<file path="config.mk">
export PLATFORM = sky130hd
export DESIGN_NAME = nand_serial_seq
export DESIGN_NICKNAME = d
export VERILOG_FILES = /design/src/rtl/nand_serial_seq.sv
export SDC_FILE = /design/constraint.sdc
export NUM_CORES = 1
export LEC_CHECK = 0
export BUFFER_PORTS_ARGS = -buffer_cell sky130_fd_sc_hd__clkbuf_2
export CAP_MARGIN = 20
export CORE_MARGIN = 2
export CORE_UTILIZATION = 35
export CTS_CLUSTER_DIAMETER = 120
export DETAILED_ROUTE_END_ITERATION = 12
export SLEW_MARGIN = 10
export SYNTH_ARGS = -nofsm -noshare
export SYNTH_HDL_FRONTEND = slang
export SYNTH_SLANG_ARGS = --single-unit
export TNS_END_PERCENT = 20
</file>
<file path="constraint.sdc">
create_clock -name clk -period 2.4 [get_ports clk]
set_input_delay 0.48 -clock clk [delete_from_list [all_inputs] [get_ports clk]]
set_output_delay 0.48 -clock clk [all_outputs]
set_load 0.1 [all_outputs]
</file>
<file path="src/rtl/nand_serial_seq.sv">
// ---------------------------------------------------------------------------
// nand_serial_seq
//
// Bit-serial logic micro-sequencer. A W-bit bitwise result is produced by
// one shared 1-bit NAND gate. The gate is time-multiplexed: operand bits and
// intermediate terms are steered into it, LSB first, with one gate evaluation
// per clock.
//
// Optional feature macro: NAND_SEQ_OPSEL_EN
//   undefined : NAND only, one step per bit, no op port, no t2/t3 registers.
//   defined   : adds a 2-bit op port (00 NAND, 01 AND, 10 OR, 11 XOR) that
//               is captured with a/b. Every function is built from the same
//               gate using temporaries t1..t3, at 1/2/3/4 steps per bit.
//
// Ports:
//   clk    in   1  system clock, rising edge
//   rst    in   1  synchronous reset, active high
//   start  in   1  request; sampled only while idle
//   a, b   in   W  operands, captured on the accepting edge
//   op     in   2  operation select (only with NAND_SEQ_OPSEL_EN)
//   busy   out  1  high while the operation runs
//   done   out  1  one-cycle pulse, result is final
//   result out  W  last completed result, held until the next completion
//
// Timing: the capture edge is edge 0. done and the new result appear after
// edge W*S, and the next start is accepted at edge W*S+2.
// ---------------------------------------------------------------------------

// Single 1-bit NAND gate; the only logic element in the datapath.
module nand_gate (
    input  logic x,
    input  logic y,
    output logic z
);
    assign z = ~(x & y);
endmodule

// Handshake sanity properties, kept out of the design module.
module nand_serial_seq_chk (
    input logic clk,
    input logic rst,
    input logic busy,
    input logic done
);
    // done and busy are mutually exclusive states of the sequencer
    a_busy_done_excl: assert property (@(posedge clk) disable iff (rst) !(busy && done));

    // done must be a single-cycle pulse
    a_done_pulse: assert property (@(posedge clk) disable iff (rst) done |=> !done);
endmodule

module nand_serial_seq #(
    parameter int W = 8
) (
    input  logic         clk,
    input  logic         rst,
    input  logic         start,
    input  logic [W-1:0] a,
    input  logic [W-1:0] b,
`ifdef NAND_SEQ_OPSEL_EN
    input  logic [1:0]   op,
`endif
    output logic         busy,
    output logic         done,
    output logic [W-1:0] result
);

    // A 1-bit index is kept for W=1 so the index register is never zero-width.
    localparam int IDX_W = (W > 1) ? $clog2(W) : 1;
    localparam logic [IDX_W-1:0] IDX_LAST = IDX_W'(W - 1);

    typedef enum logic [1:0] {
        ST_IDLE = 2'd0,
        ST_RUN  = 2'd1,
        ST_DONE = 2'd2
    } state_t;

    state_t             state_r;
    logic [W-1:0]       a_r;
    logic [W-1:0]       b_r;
    logic [IDX_W-1:0]   idx_r;
    logic [1:0]         step_r;
    logic [W-1:0]       shadow_r;
    logic [W-1:0]       result_r;
    logic               busy_r;
    logic               done_r;

    logic               bit_a_s;
    logic               bit_b_s;
    logic               gate_x_s;
    logic               gate_y_s;
    logic               gate_z_s;
    logic               last_step_s;
    logic [W-1:0]       shadow_next_s;

`ifdef NAND_SEQ_OPSEL_EN
    localparam logic [1:0] OP_NAND = 2'b00;
    localparam logic [1:0] OP_AND  = 2'b01;
    localparam logic [1:0] OP_OR   = 2'b10;
    localparam logic [1:0] OP_XOR  = 2'b11;

    // Where the gate output of the current step is stored.
    typedef enum logic [1:0] {
        DST_T1 = 2'd0,
        DST_T2 = 2'd1,
        DST_T3 = 2'd2,
        DST_R  = 2'd3
    } dst_t;

    logic [1:0] op_r;
    logic       t1_r;
    logic       t2_r;
    logic       t3_r;
    dst_t       dst_s;
`endif

    // idx only ever spans 0..W-1, so these selects stay in range for any W.
    assign bit_a_s = a_r[idx_r];
    assign bit_b_s = b_r[idx_r];

    nand_gate u_gate (
        .x (gate_x_s),
        .y (gate_y_s),
        .z (gate_z_s)
    );

`ifdef NAND_SEQ_OPSEL_EN
    // Per-op microcode: gate input steering, destination and last-step flag.
    always_comb begin
        gate_x_s    = bit_a_s;
        gate_y_s    = bit_b_s;
        dst_s       = DST_R;
        last_step_s = 1'b1;
        case (op_r)
            OP_NAND: begin
                // r = nand(a,b) uses the defaults
            end
            OP_AND: begin
                case (step_r)
                    2'd0: begin
                        dst_s       = DST_T1;
                        last_step_s = 1'b0;
                    end
                    default: begin
                        gate_x_s = t1_r;
                        gate_y_s = t1_r;
                    end
                endcase
            end
            OP_OR: begin
                case (step_r)
                    2'd0: begin
                        gate_y_s    = bit_a_s;
                        dst_s       = DST_T1;
                        last_step_s = 1'b0;
                    end
                    2'd1: begin
                        gate_x_s    = bit_b_s;
                        dst_s       = DST_T2;
                        last_step_s = 1'b0;
                    end
                    default: begin
                        gate_x_s = t1_r;
                        gate_y_s = t2_r;
                    end
                endcase
            end
            OP_XOR: begin
                case (step_r)
                    2'd0: begin
                        dst_s       = DST_T1;
                        last_step_s = 1'b0;
                    end
                    2'd1: begin
                        gate_y_s    = t1_r;
                        dst_s       = DST_T2;
                        last_step_s = 1'b0;
                    end
                    2'd2: begin
                        gate_x_s    = bit_b_s;
                        gate_y_s    = t1_r;
                        dst_s       = DST_T3;
                        last_step_s = 1'b0;
                    end
                    default: begin
                        gate_x_s = t2_r;
                        gate_y_s = t3_r;
                    end
                endcase
            end
            default: begin
                // unreachable: all op encodings are covered above
            end
        endcase
    end
`else
    // NAND only: every bit is a single step straight from the operands.
    always_comb begin
        gate_x_s    = bit_a_s;
        gate_y_s    = bit_b_s;
        last_step_s = (step_r == 2'd0);
    end
`endif

    // Shadow result with the current bit replaced by the gate output; this is
    // what gets committed on the last step of a bit (and copied out on bit W-1).
    always_comb begin
        shadow_next_s        = shadow_r;
        shadow_next_s[idx_r] = gate_z_s;
    end

    // Sequencer FSM together with the operand, index, temp and output registers.
    always_ff @(posedge clk) begin
        if (rst) begin
            state_r  <= ST_IDLE;
            a_r      <= {W{1'b0}};
            b_r      <= {W{1'b0}};
            idx_r    <= {IDX_W{1'b0}};
            step_r   <= 2'd0;
            shadow_r <= {W{1'b0}};
            result_r <= {W{1'b0}};
            busy_r   <= 1'b0;
            done_r   <= 1'b0;
`ifdef NAND_SEQ_OPSEL_EN
            op_r     <= 2'b00;
            t1_r     <= 1'b0;
            t2_r     <= 1'b0;
            t3_r     <= 1'b0;
`endif
        end else begin
            case (state_r)
                ST_IDLE: begin
                    done_r <= 1'b0;
                    if (start) begin
                        a_r     <= a;
                        b_r     <= b;
`ifdef NAND_SEQ_OPSEL_EN
                        op_r    <= op;
`endif
                        idx_r   <= {IDX_W{1'b0}};
                        step_r  <= 2'd0;
                        busy_r  <= 1'b1;
                        state_r <= ST_RUN;
                    end else begin
                        busy_r  <= 1'b0;
                    end
                end
                ST_RUN: begin
`ifdef NAND_SEQ_OPSEL_EN
                    case (dst_s)
                        DST_T1:  t1_r <= gate_z_s;
                        DST_T2:  t2_r <= gate_z_s;
                        DST_T3:  t3_r <= gate_z_s;
                        default: begin
                            // DST_R: written through shadow_next_s below
                        end
                    endcase
`endif
                    if (last_step_s) begin
                        shadow_r <= shadow_next_s;
                        step_r   <= 2'd0;
                        if (idx_r == IDX_LAST) begin
                            idx_r    <= {IDX_W{1'b0}};
                            result_r <= shadow_next_s;
                            busy_r   <= 1'b0;
                            done_r   <= 1'b1;
                            state_r  <= ST_DONE;
                        end else begin
                            idx_r    <= idx_r + IDX_W'(1);
                        end
                    end else begin
                        step_r <= step_r + 2'd1;
                    end
                end
                ST_DONE: begin
                    // start is deliberately not sampled here
                    done_r  <= 1'b0;
                    busy_r  <= 1'b0;
                    state_r <= ST_IDLE;
                end
                default: begin
                    done_r  <= 1'b0;
                    busy_r  <= 1'b0;
                    state_r <= ST_IDLE;
                end
            endcase
        end
    end

    assign busy   = busy_r;
    assign done   = done_r;
    assign result = result_r;

    nand_serial_seq_chk u_chk (
        .clk  (clk),
        .rst  (rst),
        .busy (busy_r),
        .done (done_r)
    );

endmodule

</file>
==> results.py, run 1 <==
metrics = {
    "critical_path": {
        "rrSetupSlack_ns": 0.59,
        "crit_arrival_ns": 2.03,
        "crit_required_ns": 2.61,
        "r2r_start": "idx_r[1]$_SDFFE_PP0P_",
        "worst_setup_path_start_kind": "register",
        "worstSetupStartpoint": "idx_r[1]$_SDFFE_PP0P_",
        "critPathCaptureType": "register",
        "critical_path_class": "register to register",
        "r2r_end": "result[1]$_SDFFE_PP0P_",
        "rr_worst_depth": 5,
        "critPathMaxFanout": 13,
    },
    "timing": {
        "maxSlewViolCount": 0,
        "period_share_pct": 75.62,
        "period_needed_ns": 1.815,
        "tightest_slew_ns": 0.6413,
        "rsz0062_at_grt": "no",
        "max_freq_mhz": 551.0,
        "setup_viol": 0,
        "tns_ns": 0,
        "final-hold-violation-count": 0,
        "slew_headroom_pct": 57.25,
        "setup_slack_ns": 0.5851,
        "skew_ns": 0.007296,
    },
    "power": {
        "vdd_drop_max_mv": 0.2478,
        "cellLeakagePower_nw": 0.8363,
        "p_per_area_nw_per_um2": 627.4,
    },
    "clock_network": {
        "cts.htree.levels": 2,
        "clkLatencyLatePin_ns": 0.29,
        "cts_sinks": 41,
        "cts_tree": "done",
        "cts_root_buf": "clkbuf_8",
        "clk_pin_slew_ns": 0.08,
        "cts_max_path_buffers": 2,
        "cts_made_buffers": 5,
        "cts_resized": 0,
        "post_cts.repair.setup_buffers": 0,
        "ctsHoldBuffers": 0,
    },
    "drt": {
        "antenna_left": 0,
        "finalWirelength_um": 3788,
        "viasPerCell": 4.837,
        "drtIter0Drc": 81,
        "drt-pass1-iter-count": 4,
        "vias": 1480,
        "drcViolationCount": 0,
        "wl_per_cell_um": 12.38,
    },
    "layout": {
        "layout-drive-gt1-share_pct": 19.49,
        "antenna_cells": 0,
        "final_cells": 306,
        "final-seq-area_um2": 820.8,
        "area_delta_synth_final_pct": 13.36,
        "final_nets": 258,
        "multiInputGateArea_um2": 917.1,
        "fill_cells": 554,
    },
    "grt": {
        "antenna_found_initial": 0,
        "grt-ovfl-total": 0,
        "grt_max_degree": 29,
        "grt_pass1_wl_um": 6486,
        "grt_pass1_vias": 1365,
        "track_usage_pct": 13.82,
    },
    "yosys": {
        "ys_warn_count": 0,
        "ys.flop_type": "dfxtp_1",
        "synth.distinct_cells": 41,
        "syn-cell-area_um2": 1846,
        "ys_seq_area_share_pct": 44.47,
        "synth_area_leaders": "dfxtp_1 44%, nand2_1 11%, a21oi_1 8.1%",
        "synthArstFlopShare_pct": 0,
        "synth_edf_count": 0,
        "syn_nets": 235,
        "yosysTopAreaCell": "dfxtp_1",
        "synth.avg_cell_area_um2": 8.705,
        "synth_seq_cells": 41,
        "syn-instance-count": 212,
        "synth_top_cell_area_share_pct": 44.47,
    },
    "min_path": {
        "hold_depth": 3,
        "min_from": "b[0]",
        "min_to": "b_r[0]$_SDFFE_PP0P_",
        "hold_path_class": "input pin to register",
    },
    "floorplanning": {
        "ioPinCount": 29,
        "core_um2": 5107,
        "die_y_um": 76.62,
        "die_w_um": 76.62,
        "rows": 26,
        "dieArea_um2": 5870,
        "start_util_pct": 36.13,
    },
    "placed_design": {
        "hpwl_um": 2622,
        "place_congestion": 0.7884,
        "portBuffers": 28,
        "dp_cells": 298,
        "pre_cts_ws_ns": 0.5963,
    },
    "run_status": {
        "status": "finished, final reports clean",
    },
    "run": {
        "cap_violations": 0,
    },
}
-- critical path: stages, from the launching register on --
cell and delay, ns:
dfxtp_1 0.56, ha_1 0.22, ha_1 0.22, and4b_4 0.38, nand2_4 0.09, o32ai_2 0.26
-- state kept, by name, indices dropped and copies added (netlist names) --
| register | cells |
|---|---|
| state_r | 2 |
| idx_r | 3 |
| busy | 1 |
| step_r | 2 |
| a_r | 8 |
| result | 8 |
| done | 1 |
| shadow_r | 8 |
| b_r | 8 |
-- metrics by stage --
step	hold WS (ns)	instance area [um2]	utilization (%)	total power, W
after floorplan	0.4344	1846	-	0.0008228
after global placement	0.4426	1996	39.07	0.0008513
after detailed placement	0.4481	1996	39.07	0.0008531
after CTS	0.3971	2092	40.96	0.001326
after global routing	0.4115	2092	40.96	0.001370
final	0.3990	2092	40.96	0.001313
-- cells in the mapped netlist (2+ instances only) --
cell type	count
a311oi_1	2
o21ai_1	2
mux2i_1	10
buf_4	3
ha_1	4
nand3_1	7
nor2b_1	4
nand2_1	52
a21oi_1	30
buf_6	3
nor3b_1	3
clkbuf_1	2
o21ai_0	4
nor3_1	4
nand3b_1	2
a31oi_1	3
dfxtp_1	41
o22ai_1	2
o211ai_1	2
inv_1	4
and4_1	2
buf_2	5
nor2_1	3
-- placed cells by master (no fill, tap or decap), types with 2 or more instances in the layout --
master    instances
nand2_1          52
dfxtp_1          41
a21oi_1          30
clkbuf_2         28
mux2i_1          10
nand3_1           7
clkbuf_8          6
inv_1             4
nor2b_1           4
o21ai_0           4
nor3_1            4
ha_1              4
nor2_1            3
a31oi_1           3
nor3b_1           3
o211ai_1          2
o21ai_1           2
a311oi_1          2
nand3b_1          2
and4_1            2
o22ai_1           2
buf_4             2
-- cell families (layout without fill, tap and decap cells) --
group / count (synthesis) / in the layout / synth area share, %
multiplexers: 10 / 10 / 5.424
buffers and inverters: 18 / 42 / 5.830
flip-flops: 41 / 41 / 44.47
AO/OA/AOI/OAI: 47 / 47 / 14.58
adder cells (fa/ha/maj): 4 / 4 / 2.712
AND/OR/NAND/NOR: 92 / 92 / 26.98
-- worst max path at each step --
stage,end,cells past startpoint
global placement,result[1]$_SDFFE_PP0P_,5
detailed placement,result[1]$_SDFFE_PP0P_,5
finish,result[1]$_SDFFE_PP0P_,5
global route,result[1]$_SDFFE_PP0P_,5
CTS,result[1]$_SDFFE_PP0P_,5
floorplan,busy,0
-- power breakdown --
part / switching [W] / internal, W
logic: 0.0000711 / 0.0000440
clock network: 0.000244 / 0.000233
registers: 0.0000186 / 0.000702
total: 0.000333 / 0.000979
-- area by class of cell --
| type | count | share of cell area, % |
|---|---|---|
| clock buffers | 6 | 3.947 |
| well taps | 70 | 4.187 |
| repair buffers | 30 | 7.416 |
| clock inverters | 2 | 0.6579 |
| multi-input cells | 153 | 43.84 |
| inverters | 4 | 0.7177 |
| flip-flops and latches | 41 | 39.23 |
-- layer usage --
metal  vias up  track usage [%]  share of wire [%]
li1        779                -                  -
met1       669            19.25                 52
met2        30            20.35                 43
met3         2            2.844                3.6
met4         0            6.545                1.1
met5         -                0                  0
Note: power is estimated with default switching activity, not from simulation.
==> run 2, diff against run 1 <==
ABC_AREA = 1   (was unset)
clock period = 1.9 ns   (was 2.4 ns; I/O delays follow)
==> run 2 against run 1 <==
Against the previous run: area after synthesis grew 4.8%; clock-buffer cell count grew 1; clock skew is essentially flat; sequential share of layout area shrank 2.6 points.
==> results.py, run 2 <==
metrics = {
    "yosys": {
        "syn-cell-area_um2": 1934,
        "yosysTopAreaCell": "dfxtp_1",
        "synth_top_cell_area_share_pct": 42.43,
        "syn_nets": 269,
        "synth.avg_cell_area_um2": 7.863,
        "ys.flop_type": "dfxtp_1",
        "synth.distinct_cells": 27,
        "synth_area_leaders": "dfxtp_1 42%, a21oi_1 9.1%, nand3_2 5.2%",
        "syn-instance-count": 246,
        "synthArstFlopShare_pct": 0,
        "synth_edf_count": 0,
        "yosys.cell_count.top_type": "dfxtp_1",
        "ys_warn_count": 0,
        "ys_seq_area_share_pct": 42.43,
        "synth_seq_cells": 41,
        "ys_top_cells_by_count": "41 x dfxtp_1, 35 x a21oi_1, 22 x nand2_1",
    },
    "layout": {
        "final_nets": 296,
        "area_delta_synth_final_pct": 15.98,
        "layout-drive-gt1-share_pct": 33.94,
        "antenna_cells": 0,
        "mostFrequentLayoutCells": "41 x dfxtp_1, 35 x a21oi_1, 28 x clkbuf_2",
        "final_common_cell": "dfxtp_1",
    },
    "timing": {
        "setup_viol": 0,
        "rsz0062_at_grt": "no",
        "maxSlewViolCount": 0,
        "skew_ns": 0.007541,
        "setup_slack_ns": 0.3681,
        "tns_ns": 0,
        "tightest_slew_ns": 0.5381,
        "period_share_pct": 80.63,
        "period_needed_ns": 1.532,
        "slew_headroom_pct": 64.28,
        "max_freq_mhz": 652.8,
        "final-hold-violation-count": 0,
    },
    "power": {
        "vdd_drop_max_mv": 0.3402,
        "cellLeakagePower_nw": 0.9638,
        "p_per_area_nw_per_um2": 900.0,
        "p_total_w": 0.002019,
    },
    "grt": {
        "grt_pass1_vias": 1471,
        "track_usage_pct": 13.03,
        "grt_max_degree": 35,
        "grt_pass1_wl_um": 6437,
        "grt-ovfl-total": 0,
        "antenna_found_initial": 0,
    },
    "critical_path": {
        "path_cells": "ha_1 > ha_1 > nand2_1 > nor2_4 > o21ai_0 > a21oi_1",
        "cp_slowest_cell": "dfxtp_1",
        "critical_path_class": "register to register",
        "crit_required_ns": 2.12,
        "r2r_start": "idx_r[1]$_SDFFE_PP0P_",
        "timing.critical_path.mode_cell": "ha_1",
        "critPathCaptureType": "register",
        "critPathMaxFanout": 16,
        "crit_arrival_ns": 1.75,
        "worst_setup_path_start_kind": "register",
        "rrSetupSlack_ns": 0.37,
        "rr_worst_depth": 6,
        "path_buf_inv": 0,
        "cpPeakStageDelay_ns": 0.42,
        "r2r_end": "result[5]$_SDFFE_PP0P_",
        "path_delay_family": "flip-flops",
    },
    "clock_network": {
        "cts_made_buffers": 5,
        "cts_root_buf": "clkbuf_8",
        "cts_tree": "done",
        "ctsHoldBuffers": 0,
        "cts_sinks": 41,
        "cts.htree.levels": 2,
        "clk_pin_slew_ns": 0.08,
        "clkLatencyLatePin_ns": 0.28,
        "cts_max_path_buffers": 2,
    },
    "drt": {
        "finalWirelength_um": 3612,
        "antenna_left": 0,
        "drt-pass1-iter-count": 4,
        "viasPerCell": 4.555,
        "drtIter0Drc": 70,
        "drcViolationCount": 0,
        "wl_per_cell_um": 10.44,
        "vias": 1576,
    },
    "run": {
        "cap_violations": 0,
    },
    "run_status": {
        "status": "finished, final reports clean",
    },
    "min_path": {
        "min_to": "b_r[3]$_SDFFE_PP0P_",
        "min_from": "b[3]",
        "hold_path_class": "input pin to register",
        "hold_depth": 3,
    },
    "floorplanning": {
        "core_um2": 5405,
        "dieArea_um2": 6137,
        "start_util_pct": 35.79,
        "die_y_um": 78.34,
        "ioPinCount": 29,
        "rows": 27,
        "die_w_um": 78.34,
    },
    "placed_design": {
        "place_congestion": 0.7505,
        "hpwl_um": 2700,
        "pre_cts_ws_ns": 0.2401,
        "portBuffers": 28,
    },
}
## run 2: logic make-up (layout without fill, tap and decap cells)
group           count (synthesis)  count (layout)  synth area share (%)
compound gates                 73              73                 19.53
buf+inv                        42              70                 9.573
simple gates                   86              86                 25.87
fa+ha+maj                       4               4                 2.587
flops                          41              41                 42.43
## run 2: per-stage QoR
| stage | hold WS (ns) | instances | util, % | area, um2 |
|---|---|---|---|---|
| 4_1_cts | 0.3145 | 346 | 41.41 | 2238 |
| 6_report | 0.3168 | 346 | 41.50 | 2243 |
| 5_1_grt | 0.3294 | 346 | 41.50 | 2243 |
| 3_5_place_dp | 0.4386 | 338 | 39.26 | 2122 |
| 2_1_floorplan | 0.4195 | 246 | - | 1934 |
| 3_3_place_gp | 0.4352 | 338 | 39.26 | 2122 |
## run 2: tightest hold or removal path, cell delays in order
cell and delay [ns]:
clkbuf_2 0.07, nor2_1 0.03, nor2_1 0.08
## run 2: worst max-delay path by stage
| stage | startpoint | end | slack, ns | depth (start not counted) |
|---|---|---|---|---|
| final | idx_r[1]$_SDFFE_PP0P_ | result[5]$_SDFFE_PP0P_ | 0.37 | 6 |
| after global routing | idx_r[1]$_SDFFE_PP0P_ | result[5]$_SDFFE_PP0P_ | 0.12 | 6 |
| after CTS | idx_r[1]$_SDFFE_PP0P_ | result[0]$_SDFFE_PP0P_ | 0.23 | 6 |
| after detailed placement | idx_r[1]$_SDFFE_PP0P_ | result[0]$_SDFFE_PP0P_ | 0.24 | 6 |
| after global placement | idx_r[1]$_SDFFE_PP0P_ | result[2]$_SDFFE_PP0P_ | 0.30 | 6 |
| after floorplan | idx_r[0]$_SDFFE_PP0P_ | result[6]$_SDFFE_PP0P_ | 0.44 | 7 |
## run 2: per-layer routing
metal | part of all wire (%) | wire length [um] | GRT usage (%) | vias up
met4 | 1.2 | 45 | 4.737 | 0
met5 | 0 | 0 | 0 | -
met3 | 2.9 | 104 | 3.333 | 4
met1 | 48 | 1717 | 15.60 | 701
met2 | 48 | 1744 | 22.50 | 15
li1 | - | - | - | 856
## run 2: final cells by class
cell class	instances	area, um2
Clock inverter	1	30.03
Inverter	32	127.6
Clock buffer	7	86.33
Timing Repair Buffer	30	155.1
Fill cell	564	3162
Sequential cell	41	820.8
Multi-Input combinational cell	163	933.4
Tap cell	72	90.09
## run 2: power by group
| group | leakage [nW] | switching (W) | internal [W] | total, W |
|---|---|---|---|---|
| clock network | 0.0585 | 0.000278 | 0.000428 | 0.000706 |
| registers | 0.337 | 0.0000234 | 0.000913 | 0.000937 |
| logic | 0.569 | 0.000244 | 0.000133 | 0.000377 |
| total | 0.964 | 0.000544 | 0.00147 | 0.00202 |
## run 2: repair_timing
action,4_1_cts,5_1_grt
resized for setup,0,1
setup buffers,0,0
setup endpoints to repair,0,8
==> run 3, diff against run 2 <==
clock period = 1.4 ns   (was 1.9 ns; I/O delays follow)
==> run 3 against run 2 <==
Against the previous run: maximum frequency up 15%; clock-buffer cell count stayed put; combinational power grew 50%; die area unchanged; register-to-register slack lost 0.30 ns; critical path depth up 1; clock power grew 20%; setup slack got worse by 0.30 ns; wire length is 9.3% higher; sequential power is 37% higher; largest cell class unchanged.
==> results.py, run 3 (same netlist as run 2, synthesis figures left out) <==
metrics = {
    "run_status": {
        "status": "finished, final reports clean",
    },
    "layout": {
        "postLayoutCellArea_um2": 2514,
        "area_delta_synth_final_pct": 29.95,
        "fin_util_pct": 46.50,
        "final_common_cell": "dfxtp_1",
        "mostFrequentLayoutCells": "38 x dfxtp_1, 35 x a21oi_1, 21 x nand2_1",
        "fill_cells": 546,
        "final_nets": 305,
        "antenna_cells": 0,
        "layout-drive-gt1-share_pct": 39.22,
    },
    "timing": {
        "max_freq_mhz": 750.8,
        "rsz0062_at_grt": "yes",
        "setup_viol": 0,
        "tightest_slew_ns": 0.2777,
        "period_share_pct": 95.13,
        "period_needed_ns": 1.332,
        "setup_slack_ns": 0.06813,
        "slew_headroom_pct": 81.64,
        "final-hold-violation-count": 0,
        "maxSlewViolCount": 0,
        "skew_ns": 0.008984,
    },
    "min_path": {
        "min_to": "b_r[2]$_SDFFE_PP0P_",
        "min_from": "b[2]",
        "hold_depth": 3,
        "hold_path_class": "input pin to register",
    },
    "power": {
        "pwr-share-comb_pct": 21.0,
        "p_per_area_nw_per_um2": 1070,
        "pwr-share-seq_pct": 47.6,
        "power.switching_w": 0.0007832,
        "vdd_drop_max_mv": 0.5008,
        "cellLeakagePower_nw": 1.046,
        "swShare_pct": 29.13,
        "p_clk_share_pct": 31.4,
        "intPower_w": 0.001906,
    },
    "critical_path": {
        "r2r_start": "idx_r[1]$_SDFFE_PP0P_",
        "path_cells": "ha_4 > ha_4 > nand2_2 > nor2_4 > buf_12 > o21ai_0 > a21oi_1",
        "worstSetupStartpoint": "idx_r[1]$_SDFFE_PP0P_",
        "rrSetupSlack_ns": 0.07,
        "critPathMaxFanout": 8,
        "path_buf_inv": 1,
        "cpPeakStageDelay_ns": 0.40,
        "timing.critical_path.mode_cell": "ha_4",
        "rr_worst_depth": 7,
        "critical_path_class": "register to register",
        "cp_slowest_cell": "dfxtp_4",
        "r2r_end": "result[7]$_SDFFE_PP0P_",
        "crit_arrival_ns": 1.55,
        "crit_required_ns": 1.62,
        "worst_setup_path_start_kind": "register",
        "path_delay_family": "flip-flops",
        "critPathCaptureType": "register",
    },
    "grt": {
        "track_usage_pct": 14.28,
        "grt-ovfl-total": 0,
        "antenna_found_initial": 0,
        "grt_pass1_wl_um": 6969,
        "grt_pass1_vias": 1596,
        "grt_max_degree": 31,
    },
    "clock_network": {
        "clkLatencyLatePin_ns": 0.29,
        "cts_tree": "done",
        "cts_root_buf": "clkbuf_8",
        "cts_max_path_buffers": 2,
        "ctsHoldBuffers": 0,
        "cts.htree.levels": 2,
        "cts_made_buffers": 5,
        "cts_sinks": 41,
        "clk_pin_slew_ns": 0.08,
    },
    "floorplanning": {
        "die_y_um": 78.34,
        "dieArea_um2": 6137,
        "start_util_pct": 35.79,
        "die_w_um": 78.34,
        "ioPinCount": 29,
        "rows": 27,
        "core_um2": 5405,
    },
    "drt": {
        "drtIter0Drc": 96,
        "drt-pass1-iter-count": 4,
        "drcViolationCount": 0,
        "wl_per_cell_um": 11.12,
        "finalWirelength_um": 3948,
        "antenna_left": 0,
        "viasPerCell": 4.603,
        "vias": 1634,
    },
    "run": {
        "cap_violations": 0,
    },
    "placed_design": {
        "place_congestion": 0.7537,
        "pre_cts_ws_ns": 0.008152,
        "placed_area_um2": 2322,
        "hpwl_um": 2795,
        "portBuffers": 28,
    },
}
==> run 3: power groups by stage <==
stage,Combinational [W],Sequential (W),Clock (W)
6_report,0.000564,0.00128,0.000844
5_1_grt,0.000640,0.00129,0.000916
4_1_cts,0.000556,0.00127,0.000867
3_5_place_dp,0.000553,0.00130,0
3_3_place_gp,0.000547,0.00130,0
2_1_floorplan,0.000403,0.00131,0
==> run 3: area by class of cell <==
| cell class | instances | area [um2] | area share, % |
|---|---|---|---|
| inverter | 32 | 127.6 | 5.077 |
| clock buffer | 7 | 96.34 | 3.833 |
| tap | 72 | 90.09 | 3.584 |
| multi-input combinational | 163 | 980.9 | 39.02 |
| clock inverter | 1 | 5.005 | 0.1991 |
| sequential | 41 | 832.0 | 33.10 |
| timing repair buffer | 39 | 381.6 | 15.18 |
==> run 3: how the worst max path moves through the flow <==
stage / end / depth (start not counted) / slack, ns
after floorplan: result[6]$_SDFFE_PP0P_ / 7 / 0.03
after global placement: shadow_r[0]$_SDFFE_PP0P_ / 9 / 0.05
final: result[7]$_SDFFE_PP0P_ / 7 / 0.07
after detailed placement: result[7]$_SDFFE_PP0P_ / 7 / 0.008
after CTS: result[7]$_SDFFE_PP0P_ / 7 / 0.008
after global routing: shadow_r[1]$_SDFFE_PP0P_ / 9 / -0.02
==> run 3: per-stage QoR <==
stage	total power, W	hold WS [ns]	TNS (ns)	cells
6_report	0.002689	0.2206	0	355
5_1_grt	0.002843	0.2372	-0.02896	355
4_1_cts	0.002697	0.2179	0	354
3_5_place_dp	0.001855	0.4339	0	346
3_3_place_gp	0.001847	0.4293	0	346
2_1_floorplan	0.001717	0.3510	0	246
==> run 3: timing repair <==
action,in CTS,in global routing
endpoints found under the setup margin,2,19
pin swaps,0,3
buffers inserted,0,0
resized for setup,1,19
gates cloned,0,1
hold endpoints to repair,0,0
==> run 3: worst register-to-register path, delay by kind of cell, from the launching register on <==
family | cells | cell delay [ns]
and+or+nand+nor | 2 | 0.26
buffers and inverters | 1 | 0.14
AOI/OAI and AO/OA | 2 | 0.21
adders and majority gates | 2 | 0.27
DFF | 1 | 0.40
==> run 3: routing by layer <==
metal  global-route usage (%)  routed length, um  vias up
met5                        0                  0        -
met4                    4.737                 53        0
met3                    3.793                121        6
met2                    23.88               1843       17
met1                    17.85               1930      737
li1                         -                  -      874
